`config.mk`:
```
export PLATFORM = sky130hd
export DESIGN_NAME = matriz_varredura
export DESIGN_NICKNAME = d
export VERILOG_FILES = /design/src/rtl/matriz_varredura_pkg.sv /design/src/rtl/matriz_varredura_checa_dois_de_cinco.sv /design/src/rtl/matriz_varredura.sv
export SDC_FILE = /design/constraint.sdc
export NUM_CORES = 1
export LEC_CHECK = 0
export BUFFER_PORTS_ARGS = -buffer_cell sky130_fd_sc_hd__buf_2
export CAP_MARGIN = 25
export CORE_MARGIN = 1
export CORE_UTILIZATION = 50
export DETAILED_ROUTE_END_ITERATION = 10
export PLACE_DENSITY = 0.77
export SYNTH_ARGS = -nofsm -noshare
export SYNTH_HDL_FRONTEND = slang
export SYNTH_HIERARCHICAL = 1
export SYNTH_SLANG_ARGS = --single-unit
```
`constraint.sdc`:
```
create_clock -name clk -period 3.01 [get_ports clk]
set_clock_uncertainty 0.15 [all_clocks]
set_input_delay 0.301 -clock clk [delete_from_list [all_inputs] [get_ports clk]]
set_output_delay 0.301 -clock clk [all_outputs]
set_load 0.01 [all_outputs]
```
`src/rtl/matriz_varredura_pkg.sv`:
```
// ---------------------------------------------------------------------------
// matriz_pkg: shared constants, scan states and row-code helper (Rev 1.0)
// ---------------------------------------------------------------------------
`default_nettype none

package matriz_pkg;

    localparam int          N_ROWS  = 7;
    localparam int          N_COLS  = 5;
    localparam logic [2:0]  SEL_OFF = 3'b111;

    typedef enum logic [1:0] {
        IDLE  = 2'd0,
        BLANK = 2'd1,
        DRIVE = 2'd2
    } state_t;

    // Row Lk is lit by decoder code 7-k; code 7 therefore means no row.
    function automatic logic [2:0] row_to_sel(input logic [2:0] k);
        return 3'd7 - k;
    endfunction

endpackage

`default_nettype wire

```
`src/rtl/matriz_varredura_checa_dois_de_cinco.sv`:
```
// ---------------------------------------------------------------------------
// checa_dois_de_cinco: flags whether a 5-bit word has exactly two ones (Rev 1.0)
// ---------------------------------------------------------------------------
`default_nettype none

module checa_dois_de_cinco (
    input  logic [4:0] data,
    output logic       ok
);

    logic [2:0] ones;

    assign ones = {2'b00, data[0]} + {2'b00, data[1]} + {2'b00, data[2]}
                + {2'b00, data[3]} + {2'b00, data[4]};
    assign ok   = (ones == 3'd2);

endmodule

`default_nettype wire

```
`src/rtl/matriz_varredura.sv`:
```
// ---------------------------------------------------------------------------
// matriz_varredura: 7x5 LED matrix row-scan controller, double-buffered (Rev 1.0)
// ---------------------------------------------------------------------------
`default_nettype none

module matriz_varredura
    import matriz_pkg::*;
#(
    parameter int DWELL_CYCLES = 1000,
    parameter int BLANK_CYCLES = 8
) (
    input  logic              clk,
    input  logic              rst,
    input  logic              en,
    input  logic              wr_valid,
    output logic              wr_ready,
    input  logic [2:0]        wr_row,
    input  logic [N_COLS-1:0] wr_data,
    input  logic              commit,
    output logic [2:0]        sel,
    output logic [N_COLS-1:0] col,
    output logic              frame_tick,
    output logic              commit_pend,
    output logic              code_err
);

    localparam int MAX_CYCLES = (DWELL_CYCLES > BLANK_CYCLES) ? DWELL_CYCLES : BLANK_CYCLES;
    localparam int TW         = (MAX_CYCLES > 1) ? $clog2(MAX_CYCLES + 1) : 1;
    localparam logic [TW-1:0] BLANK_LAST = TW'(BLANK_CYCLES - 1);
    localparam logic [TW-1:0] DWELL_LAST = TW'(DWELL_CYCLES - 1);

    state_t                          state, state_n;
    logic [2:0]                      row, row_n;
    logic [TW-1:0]                   timer, timer_n;
    logic [2:0]                      sel_n;
    logic [N_COLS-1:0]               col_n;
    logic                            tick_n;
    logic                            boundary;

    logic [N_ROWS-1:0][N_COLS-1:0]   front;
    logic [N_ROWS-1:0][N_COLS-1:0]   back;
    logic                            data_ok;
    logic                            wr_fire;
    logic                            commit_ok;
    logic                            swap;

    checa_dois_de_cinco u_checa (
        .data (wr_data),
        .ok   (data_ok)
    );

    // ------------------------------------------------------------------
    // Scan sequencer: sel/col are registered alongside the state so a row
    // change never shows an intermediate code on the decoder.
    // ------------------------------------------------------------------
    always_ff @(posedge clk or posedge rst) begin
        if (rst) begin
            state      <= IDLE;
            row        <= 3'd1;
            timer      <= '0;
            sel        <= SEL_OFF;
            col        <= '0;
            frame_tick <= 1'b0;
        end else begin
            state      <= state_n;
            row        <= row_n;
            timer      <= timer_n;
            sel        <= sel_n;
            col        <= col_n;
            frame_tick <= tick_n;
        end
    end

    always_comb begin
        state_n  = state;
        row_n    = row;
        timer_n  = timer;
        sel_n    = sel;
        col_n    = col;
        tick_n   = 1'b0;
        boundary = 1'b0;
        if (!en) begin
            state_n = IDLE;
            row_n   = 3'd1;
            timer_n = '0;
            sel_n   = SEL_OFF;
            col_n   = '0;
        end else begin
            case (state)
                IDLE: begin
                    state_n = BLANK;
                    row_n   = 3'd1;
                    timer_n = '0;
                    sel_n   = SEL_OFF;
                    col_n   = '0;
                end
                BLANK: begin
                    if (timer == BLANK_LAST) begin
                        state_n = DRIVE;
                        timer_n = '0;
                        sel_n   = row_to_sel(row);
                        col_n   = front[row - 3'd1];
                    end else begin
                        timer_n = timer + 1'b1;
                    end
                end
                DRIVE: begin
                    if (timer == DWELL_LAST) begin
                        state_n = BLANK;
                        timer_n = '0;
                        sel_n   = SEL_OFF;
                        col_n   = '0;
                        if (row == 3'(N_ROWS)) begin
                            row_n    = 3'd1;
                            tick_n   = 1'b1;
                            boundary = 1'b1;
                        end else begin
                            row_n = row + 3'd1;
                        end
                    end else begin
                        timer_n = timer + 1'b1;
                    end
                end
                default: begin
                    state_n = IDLE;
                    row_n   = 3'd1;
                    timer_n = '0;
                    sel_n   = SEL_OFF;
                    col_n   = '0;
                end
            endcase
        end
    end

    // ------------------------------------------------------------------
    // Frame store and write/commit handshake. The back buffer is frozen
    // while a commit is pending, so a write can never race the swap.
    // ------------------------------------------------------------------
    assign wr_ready  = !commit_pend;
    assign wr_fire   = wr_valid && wr_ready;
    assign commit_ok = commit && !commit_pend;
    assign swap      = commit_pend && (boundary || (state == IDLE));

    always_ff @(posedge clk or posedge rst) begin
        if (rst) begin
            front       <= '0;
            back        <= '0;
            commit_pend <= 1'b0;
            code_err    <= 1'b0;
        end else begin
            if (swap) begin
                front       <= back;
                commit_pend <= 1'b0;
            end else if (commit_ok) begin
                commit_pend <= 1'b1;
            end

            if (wr_fire && (wr_row != 3'd0))
                back[wr_row - 3'd1] <= wr_data;

            // A bad write in the same cycle as a commit belongs to the new
            // snapshot, so its error survives the clear.
            if (commit_ok)
                code_err <= 1'b0;
            if (wr_fire && ((wr_row == 3'd0) || !data_ok))
                code_err <= 1'b1;
        end
    end

endmodule

`default_nettype wire

```
# [Word level (Yosys, flattened, before mapping)]
# Index checks and enable logic that the tools add are counted.
[word_totals] elab_cells=93 regBits=96 in_bits=13
[classes] reduce_logical=17 n_eq_ne=9 n_lt_le_gt_ge=3 n_addsub=9 mux=33
[op_table] operator="bitwise mux 35 bit" count=1
[op_table] operator="2-to-1 mux 10 bit" count=3
[op_table] operator="2-to-1 mux 5 bit" count=5
[op_table] operator="one-hot mux 10 bit (2 select lines)" count=1
[op_table] operator="2-to-1 mux 3 bit" count=6
[op_table] operator="binary-select mux 5 bit (select 3 bit)" count=1
[op_table] operator="demux 5 bit (select 3 bit)" count=1
[op_table] operator="one-hot mux 3 bit (2 select lines)" count=2
[op_table] operator="adder 10 x 1 -> 10 bit (second input constant)" count=1
[op_table] operator="equality test 10 bit (second input constant)" count=1
[op_table] operator="equality test 10 x 3 -> 1 bit (second input constant)" count=1
[op_table] operator="one-hot mux 5 bit (2 select lines)" count=1
[op_table] operator="adder 3 x 1 -> 3 bit" count=3
[op_table] operator="less-than comparator 3 x 4 -> 1 bit (second input constant)" count=2
[op_table] operator="2-to-1 mux 1 bit" count=8
[op_table] operator="logical AND 1 bit" count=6
[op_table] operator="2-to-1 mux 2 bit" count=3
[op_table] operator="inequality test 3 bit (second input constant)" count=2
[op_table] operator="one-hot mux 2 bit (3 select lines)" count=1
[op_table] operator="subtractor 3 x 1 -> 3 bit (second input constant)" count=2
[op_table] operator="AND reduction 2 bit" count=2
[op_table] operator="nonzero test 2 bit" count=2
[op_table] operator="adder 3 x 1 -> 3 bit (second input constant)" count=1
[op_table] operator="equality test 3 x 2 -> 1 bit (second input constant)" count=1
[op_table] operator="other kinds (12)" count=14

# [Depth between registers and ports, before layout]
# Gate-level depths: netlist of run 1.
[logic_depth] word_depth=9 ltp_mapped=8

# [Cells and area by module]
# Netlist of run 1, hierarchy kept.
[by_module_without_submodules] module="matriz_varredura" cells_per_inst=311 seq_area_each_um2=2407.3 area_per_inst_um2=4277.9 n_inst=1
[by_module_without_submodules] module="checa_dois_de_cinco" cells_per_inst=11 seq_area_each_um2=0.0 area_per_inst_um2=87.6 n_inst=1

# [Worst setup path before layout of run 1]
# OpenSTA, ideal clock, no wires.
[synth_path] path_type="register to register" start="reg row[0]" end="reg col[0]" slack_ns=0.301 n_path_buf=2 setup_ns=0.121 stages_incl_launch_ff=9 period_less_slack_ns=2.709 arrival_ns=2.439 required_ns=2.739 path_cell_list="dfstp_2 > clkbuf_1 > inv_1 > ha_1 > buf_1 > mux2_2 > a22oi_1 > o21ai_0 > a22o_1"
[synth_between] elab_chain_cells=6
[synth_lines] item="from (decl)" line="matriz_varredura.sv:33" rtl="logic [2:0] row, row_n;"
[synth_lines] item="from (signal assigned)" line="matriz_varredura.sv:66" rtl="row <= row_n;"
[synth_lines] item="subtractor 3 x 1 -> 3 bit" line="matriz_varredura.sv:102" rtl="col_n = front[row - 3'd1];"
[synth_lines] item="binary-select mux 5 bit (select 3 bit)" line="matriz_varredura.sv:102"
[synth_lines] item="2-to-1 mux 5 bit (implied by the code)" line="matriz_varredura.sv:102"
[synth_lines] item="2-to-1 mux 5 bit" line="matriz_varredura.sv:98" rtl="if (timer == BLANK_LAST) begin"
[synth_lines] item="one-hot mux 5 bit (2 select lines)" line="matriz_varredura.sv:89" rtl="case (state)"
[synth_lines] item="2-to-1 mux 5 bit" line="matriz_varredura.sv:82" rtl="if (!en) begin"
[synth_lines] item="to (signal assigned)" line="matriz_varredura.sv:69" rtl="col <= col_n;"
[synth_lines] item="to (decl)" line="matriz_varredura.sv:21" rtl="output logic [N_COLS-1:0] col,"
# Every way passes these cells. The select of a mux whose other input is x is not followed.
# A chain may end at the register's enable or synchronous reset.

# [Worst setup path after layout of run 1]
[layout_path] start="reg timer[0]" end="reg front[16] (netlist name)"
[layout_between] elab_chain_cells=6
[layout_lines] item="from (decl)" line="matriz_varredura.sv:34" rtl="logic [TW-1:0] timer, timer_n;"
[layout_lines] item="from (signal assigned)" line="matriz_varredura.sv:67" rtl="timer <= timer_n;"
[layout_lines] item="equality test 10 bit" line="matriz_varredura.sv:108" rtl="if (timer == DWELL_LAST) begin"
[layout_lines] item="2-to-1 mux 1 bit" line="matriz_varredura.sv:108"
[layout_lines] item="2-to-1 mux 1 bit" line="matriz_varredura.sv:89"
[layout_lines] item="2-to-1 mux 1 bit" line="matriz_varredura.sv:82"
[layout_lines] item="logical OR 1 bit" line="matriz_varredura.sv:142" rtl="assign swap = commit_pend && (boundary || (state == IDLE));"
[layout_lines] item="logical AND 1 bit" line="matriz_varredura.sv:142"
[layout_lines] item="to (signal assigned)" line="matriz_varredura.sv:152" rtl="front <= back;"
[layout_lines] item="to (decl)" line="matriz_varredura.sv:40" rtl="logic [N_ROWS-1:0][N_COLS-1:0] front;"
# Every way passes these cells.

==> metrics.yaml, run 1 <==
grt_setup_unrepaired: "no"
die_h_um: 95.4
path_class: "flop to flop"
setup_viol: 0
antenna_found_initial: 0
row_count: 33
io_buffers: 24
hold_violations: 0
cp.arrival_ns: 2.50
wl_um: 8210
gr-total-overflow: 0
fp.dieW_um: 95.4
drt-initial-drc-count: 132
cts_resized: 0
ys_types: 40
grt_usage: 0.205
yosys_warnings: 6
dp_slack_ns: 0.589
final_cell_mix: "dfrtp_1 (92), mux2_2 (75), buf_2 (24)"
p_leak_nw: 2.19
max_cap_viol_count: 0
diodes: 0
outcome: "completed"
layout_commonest_cell: "dfrtp_1"
fin_hold_ws_ns: 0.0163
hold_class: "primary input to flop"
vias: 2602
min_period_ns: 2.39
die_area_mm2: 0.00911
synth_top_area_frac: 0.527
synth-seq-cells: 96
ant_nets: 0
syn2layout_area_growth_pct: 10.3
maxSlewViolCount: 0
fill_cells: 685
period_share: 0.794
async_flop_share: 1.00
grt_pass1_wl_um: 13600
fin_setup_tns_ns: 0
h-tree-depth: 3
relSlewSlack: 0.325
synth-seq-area-share: 0.551
drc: 0
root_buffer: "clkbuf_8"
synth-main-ff-cell: "dfrtp_1"
ioPinCount: 25
layout-drive-gt1-share: 0.373
required_ns: 3.11
viasPerCell: 5.61
cts_buffers: 9
cts_tree: "built"
final_core_util: 0.578
synth_cells: 322
syn_area_mm2: 0.00437
yosys.area.top_type: "dfrtp_1"
ys_top_cells_by_area: "dfrtp_1 (53%), mux2_2 (19%), ha_1 (3.2%), mux4_2 (2.6%), dfstp_2 (2.4%)"
syn_nets: 348
worst_slew_pin_slew_ns: 1.01
synth-edff-count: 0
dr.pass1.iters: 4
ir_drop_mv: 0.377
grt_pass1_vias: 2646
r2r_slack_ns: 0.62
gp_congestion: 0.767
start_util: 0.523
final_net_count: 380
fin_ws_ns: 0.619
cts_buffer_depth: 2
multi_input_area_mm2: 0.00183
cts.clk_slew.worst_paths_ns: 0.10
cp_max_fo: 36
clock_latency_ns: 0.37
dp_hpwl_um: 5560
core_mm2: 0.00834
endpoint_kind: "flop"
cp-start-kind: "flop"
ff_latch_area_mm2: 0.00241
clock.fmax_mhz: 418
grt_max_degree: 42
cts.sinks: 96
avgSynthCellArea_um2: 13.6
power_density_mw_per_mm2: 813
wl_per_cell_um: 17.7
==> final timing paths <==
check | startpoint | end | cells past startpoint
max reg2reg | timer[0] | front[16] | 6
min in group asynchronous | rst | front[24] | 3
min | commit | commit_pend | 3
min reg2reg | timer[0] | timer[0] | 1
max | timer[0] | front[16] | 6
max in group asynchronous | rst | back[12] | 4
==> Yosys cell counts, drive strengths merged (4+ instances only) <==
cell type  instances
nand4              4
dfrtp             92
nor2              20
xnor2              7
nand2             17
buf                5
mux2              78
a22oi              6
nor3               6
nand3              5
inv               19
o21ai              6
dfstp              4
mux4               5
xor2               4
a22o               7
ha                11
==> cell type report <==
type | count | share of cell area
Sequential cell | 96 | 0.500
Multi-Input combinational cell | 199 | 0.380
Inverter | 19 | 0.0151
Clock inverter | 7 | 0.0164
Timing Repair Buffer | 29 | 0.0358
Clock buffer | 9 | 0.0257
Tap cell | 105 | 0.0273
==> worst max-delay path: stages, from the launching register on <==
cell,delay [ns]
dfrtp_1,0.38
ha_1,0.28
nand4bb_4,0.17
or3_4,0.38
o41ai_4,0.27
buf_12,0.27
mux2_2,0.36
==> registers in the layout, indices dropped and copies added, names as in the netlist <==
name and flops:
back 35, front 35, timer 10, col 5, row 3, sel 3
state 2, code_err 1, commit_pend 1, frame_tick 1
==> cells by family after synthesis <==
logic type                 after synthesis  synth area share
muxes                                   84             0.229
adders and majority gates               13            0.0407
AOI/OAI and AO/OA                       27            0.0499
and+or+nand+nor                         64            0.0774
DFF                                     96             0.551
buffers and inverters                   27            0.0292
xor gates and xnor gates                11            0.0221
==> where the power goes <==
part	total, mW	internal [mW]	switching (mW)
registers	2.02	1.78	0.245
logic	1.03	0.635	0.395
clock network	0.863	0.392	0.471
total	3.92	2.81	1.11
==> routing by layer <==
metal  part of all wire  GRT usage  routed length (um)
met2               0.47      0.316                3860
met1               0.48      0.285                3910
met4              0.017     0.0871                 142
met5                  0          0                   0
met3              0.036     0.0359                 295
==> through the flow <==
stage | instances | power (mW) | cell area, um^2
detailed placement | 447 | 3.09 | 4600
global placement | 447 | 3.02 | 4600
finish | 464 | 3.92 | 4820
floorplan | 322 | 2.82 | 4370
global route | 464 | 4.15 | 4820
CTS | 464 | 3.95 | 4820
==> what timing repair did <==
action                                 4_1_cts  5_1_grt
endpoints found under the hold margin       39        0
buffers inserted                             0        0
setup endpoints to repair                    0        0
hold buffers                                 1        0
No activity file was read; power rests on OpenSTA's default activity.
==> run 2, diff against run 1 <==
clock period = 1.95 ns   (was 3.01 ns; I/O delays follow)
==> metrics.yaml, run 2 (same netlist as run 1, synthesis figures left out) <==
layout-drive-gt1-share: 0.516
power_density_mw_per_mm2: 1140
drt-initial-drc-count: 114
antenna_found_initial: 0
cp-start-kind: "flop"
core_mm2: 0.00834
drc: 0
violations: "setup timing"
ff_latch_area_mm2: 0.00241
root_buffer: "clkbuf_8"
io_buffers: 24
row_count: 33
cts_buffer_depth: 2
startpoint: "row[0]"
hold_class: "primary input to flop"
layout_commonest_cell: "dfrtp_1"
start_util: 0.523
rr_startpoint: "row[0]"
wl_um: 9110
final_net_count: 434
min_to: "code_err"
reg_top3: "back (35), front (35), timer (10)"
min_from: "wr_valid"
gr-total-overflow: 0
cts.sinks: 96
cts.clk_slew.worst_paths_ns: 0.10
wl_per_cell_um: 17.6
gp_congestion: 0.772
p_leak_nw: 2.52
die_h_um: 95.4
dr.pass1.iters: 4
endpoint_kind: "flop"
ioPinCount: 25
grt_max_degree: 37
min_period_ns: 2.24
fin_total_pwr_mw: 6.25
clock_latency_ns: 0.38
ant_nets: 0
rr_worst_depth: 6
final_cell_mix: "dfrtp_1 (92), mux2_2 (70), buf_4 (46)"
hold_depth: 2
grt_pass1_wl_um: 14700
setup_viol: 53
fill_cells: 621
hold_violations: 0
placed_area_mm2: 0.00503
required_ns: 2.06
maxSlewViolCount: 0
die_area_mm2: 0.00911
worst_slew_pin_slew_ns: 0.625
dp_hpwl_um: 6260
diodes: 0
period_share: 1.15
h-tree-depth: 3
fin_setup_tns_ns: -10.92
outcome: "complete, but fails checks"
syn2layout_area_growth_pct: 25.2
ir_drop_mv: 0.477
fin_ws_ns: -0.290
cts_buffers: 9
viasPerCell: 5.41
grt_setup_unrepaired: "yes"
multi_input_area_mm2: 0.00201
fin_area_mm2: 0.00546
relSlewSlack: 0.582
path_class: "flop to flop"
fp.dieW_um: 95.4
cts_tree: "built"
r2r_slack_ns: -0.29
vias: 2804
grt_pass1_vias: 2936
cp.arrival_ns: 2.35
cp_max_fo: 36
grt_usage: 0.222
clock.fmax_mhz: 447
r2r_end: "front[27]"
max_cap_viol_count: 0
run 2: cell types whose count changed in the layout (fill, tap and decap cells not counted), sizes merged:
cell,before,now
dlygate4sd3,1,3
bufinv,1,0
clkinvlp,2,3
inv,20,21
o22ai,1,2
clkinv,3,2
buf,28,79
run 2: critical path: stages, from the launching register on:
cell and delay (ns):
dfstp_2 0.55, ha_1 0.15, ha_2 0.18, inv_1 0.07, o41ai_4 0.37, buf_12 0.27, mux2_2 0.37
run 2: worst max path at each step:
stage                      to  slack, ns  depth (start not counted)
floorplan            front[0]      -0.43                          6
CTS                 front[15]      -0.27                          6
detailed placement   code_err      -0.25                          9
global placement     code_err      -0.23                          9
global route        front[27]      -0.36                          6
finish              front[27]      -0.29                          6
run 2: repair_timing:
item                                    in CTS  in global routing
gates cloned                                 1                  0
endpoints found under the setup margin      52                 67
pin swaps                                   12                  8
buffers inserted                             4                  3
hold endpoints to repair                    24                  0
hold buffers                                 3                  0
gates resized for setup                     22                 13
run 2: metrics by stage:
step                      hold slack (ns)  std cells  setup slack, ns  utilization
after detailed placement            0.154        492           -0.248        0.603
after floorplan                     0.183        322           -0.429            -
after global placement              0.156        492           -0.227        0.603
after CTS                         0.00405        516           -0.275        0.646
final                              0.0276        518           -0.290        0.655
after global routing               0.0143        518           -0.358        0.655
run 2: where the power goes:
part           internal (mW)  total [mW]  switching, mW
Sequential              2.75        3.12          0.378
Combinational           1.15        1.85          0.699
Clock                  0.503        1.27          0.771
Total                   4.40        6.25           1.85
run 2: layout make-up:
class                      instances  share of cell area
sequential                        96               0.441
multi-input combinational        200               0.368
timing repair buffer              82               0.116
tap                              105              0.0240
clock buffer                       9              0.0227
inverter                          19              0.0149
clock inverter                     7              0.0133
run 2: per-layer routing:
layer / part of all wire / GRT usage / vias to the layer above
li1: - / - / 1315
met1: 0.47 / 0.302 / 1425
met2: 0.48 / 0.350 / 50
met3: 0.038 / 0.0351 / 14
met4: 0.019 / 0.103 / 0
met5: 0 / 0 / -
==> run 3, diff against run 2 <==
CTS_BUF_LIST = sky130_fd_sc_hd__clkbuf_4 sky130_fd_sc_hd__clkbuf_8   (was default)
TNS_END_PERCENT = 20   (was default)
==> metrics.yaml, run 3 (same netlist as run 1, synthesis figures left out) <==
outcome: "complete, but fails checks"
violations: "setup timing"
clock.fmax_mhz: 433
wl_per_cell_um: 17.9
die_area_mm2: 0.00911
required_ns: 2.06
grt_pass1_wl_um: 14700
final_cell_mix: "dfrtp_1 (92), mux2_2 (62), buf_4 (45)"
maxSlewViolCount: 0
cts_buffers: 9
final_net_count: 435
wl_um: 9310
cp.arrival_ns: 2.42
layout_commonest_cell: "dfrtp_1"
min_period_ns: 2.31
cp_max_fo: 4
ioPinCount: 25
dp_hpwl_um: 6340
gp_congestion: 0.821
fin_setup_tns_ns: -11.47
root_buffer: "clkbuf_8"
fin_ws_ns: -0.359
reg_top3: "back (35), front (35), timer (10)"
grt_usage: 0.221
final_cells: 519
viasPerCell: 5.43
period_share: 1.18
drt-initial-drc-count: 165
start_util: 0.523
io_buffers: 24
power_density_mw_per_mm2: 1210
cts_buffer_depth: 2
cts_tree: "built"
cts.clk_slew.worst_paths_ns: 0.10
endpoint_kind: "flop"
place_inst: 493
h-tree-depth: 3
gr-total-overflow: 0
path_class: "flop to flop"
drc: 0
antenna_found_initial: 0
dr.pass1.iters: 4
relSlewSlack: 0.543
core_mm2: 0.00834
cp-start-kind: "flop"
vias: 2818
p_leak_nw: 2.55
fill_cells: 587
setup_viol: 44
ant_nets: 0
syn2layout_area_growth_pct: 25.3
max_cap_viol_count: 0
clock_latency_ns: 0.37
grt_setup_unrepaired: "yes"
fp.dieW_um: 95.4
hold_violations: 0
diodes: 0
grt_pass1_vias: 2867
grt_max_degree: 37
row_count: 33
hold_class: "primary input to flop"
ir_drop_mv: 0.779
cts.sinks: 96
worst_slew_pin_slew_ns: 0.684
layout-drive-gt1-share: 0.486
die_h_um: 95.4
-- run 3: cell count changes in the layout (fill, tap and decap cells not counted), sizes merged --
cell,previous run,this run
bufinv,0,1
clkbuf,9,12
clkinv,2,1
clkinvlp,3,2
o22ai,2,1
-- run 3: metrics by stage --
stage	cell area [um^2]	power (mW)	hold WS (ns)	worst slack, ns	utilization
2_1_floorplan	4370	4.36	0.170	-0.759	-
3_3_place_gp	5000	4.76	0.174	-0.253	0.600
3_5_place_dp	5000	4.87	0.176	-0.349	0.600
4_1_cts	5280	6.27	0.00395	-0.318	0.632
5_1_grt	5470	6.96	0.0533	-0.399	0.656
6_report	5470	6.62	0.0120	-0.359	0.656
-- run 3: repair_timing --
item                                    in CTS  in global routing
endpoints found under the setup margin      41                 57
cloned                                       0                  3
hold buffers                                 3                  0
resized for setup                           10                 29
pin swaps                                    1                  3
endpoints found under the hold margin       24                  0
buffers inserted                             0                  4
-- run 3: final cells by class --
type / instances / area (um^2) / area share
multi-input combinational: 199 / 1950 / 0.356
tap: 105 / 131 / 0.0240
clock inverter: 6 / 72.6 / 0.0133
inverter: 19 / 75.1 / 0.0137
timing repair buffer: 84 / 702 / 0.128
clock buffer: 10 / 138 / 0.0252
sequential: 96 / 2410 / 0.440
-- run 3: worst max-delay path, stage by stage (launching register included) --
cell       delay [ns]
dfstp_2          0.55
ha_1             0.16
ha_1             0.17
inv_1            0.08
o41ai_4          0.34
buf_6            0.18
buf_12           0.11
clkbuf_16        0.13
mux2_2           0.33
-- run 3: routing by layer --
layer / wire length (um) / part of all wire / global-route usage / vias up
li1: - / - / - / 1315
met1: 4450 / 0.48 / 0.314 / 1446
met2: 4380 / 0.47 / 0.342 / 42
met3: 284 / 0.031 / 0.0351 / 15
met4: 189 / 0.020 / 0.0871 / 0
met5: 0 / 0 / 0 / -
-- run 3: power breakdown --
part | switching, mW | leakage (nW) | internal [mW]
Sequential | 0.439 | 1.21 | 2.75
Combinational | 0.735 | 1.25 | 1.32
Clock | 0.732 | 0.104 | 0.644
-- run 3: path summary, 6_finish.rpt --
check                           depth (start not counted)  slack, ns        end   start
worst max-delay path                                    8      -0.36  front[16]  row[0]
worst min-delay path                                    3       0.01   state[0]      en
worst max register to register                          8      -0.36  front[16]  row[0]
worst min register to register                          1       0.36     col[1]  col[1]
max in group asynchronous                               4       0.75  front[18]     rst
min in group asynchronous                               3       0.31  front[34]     rst
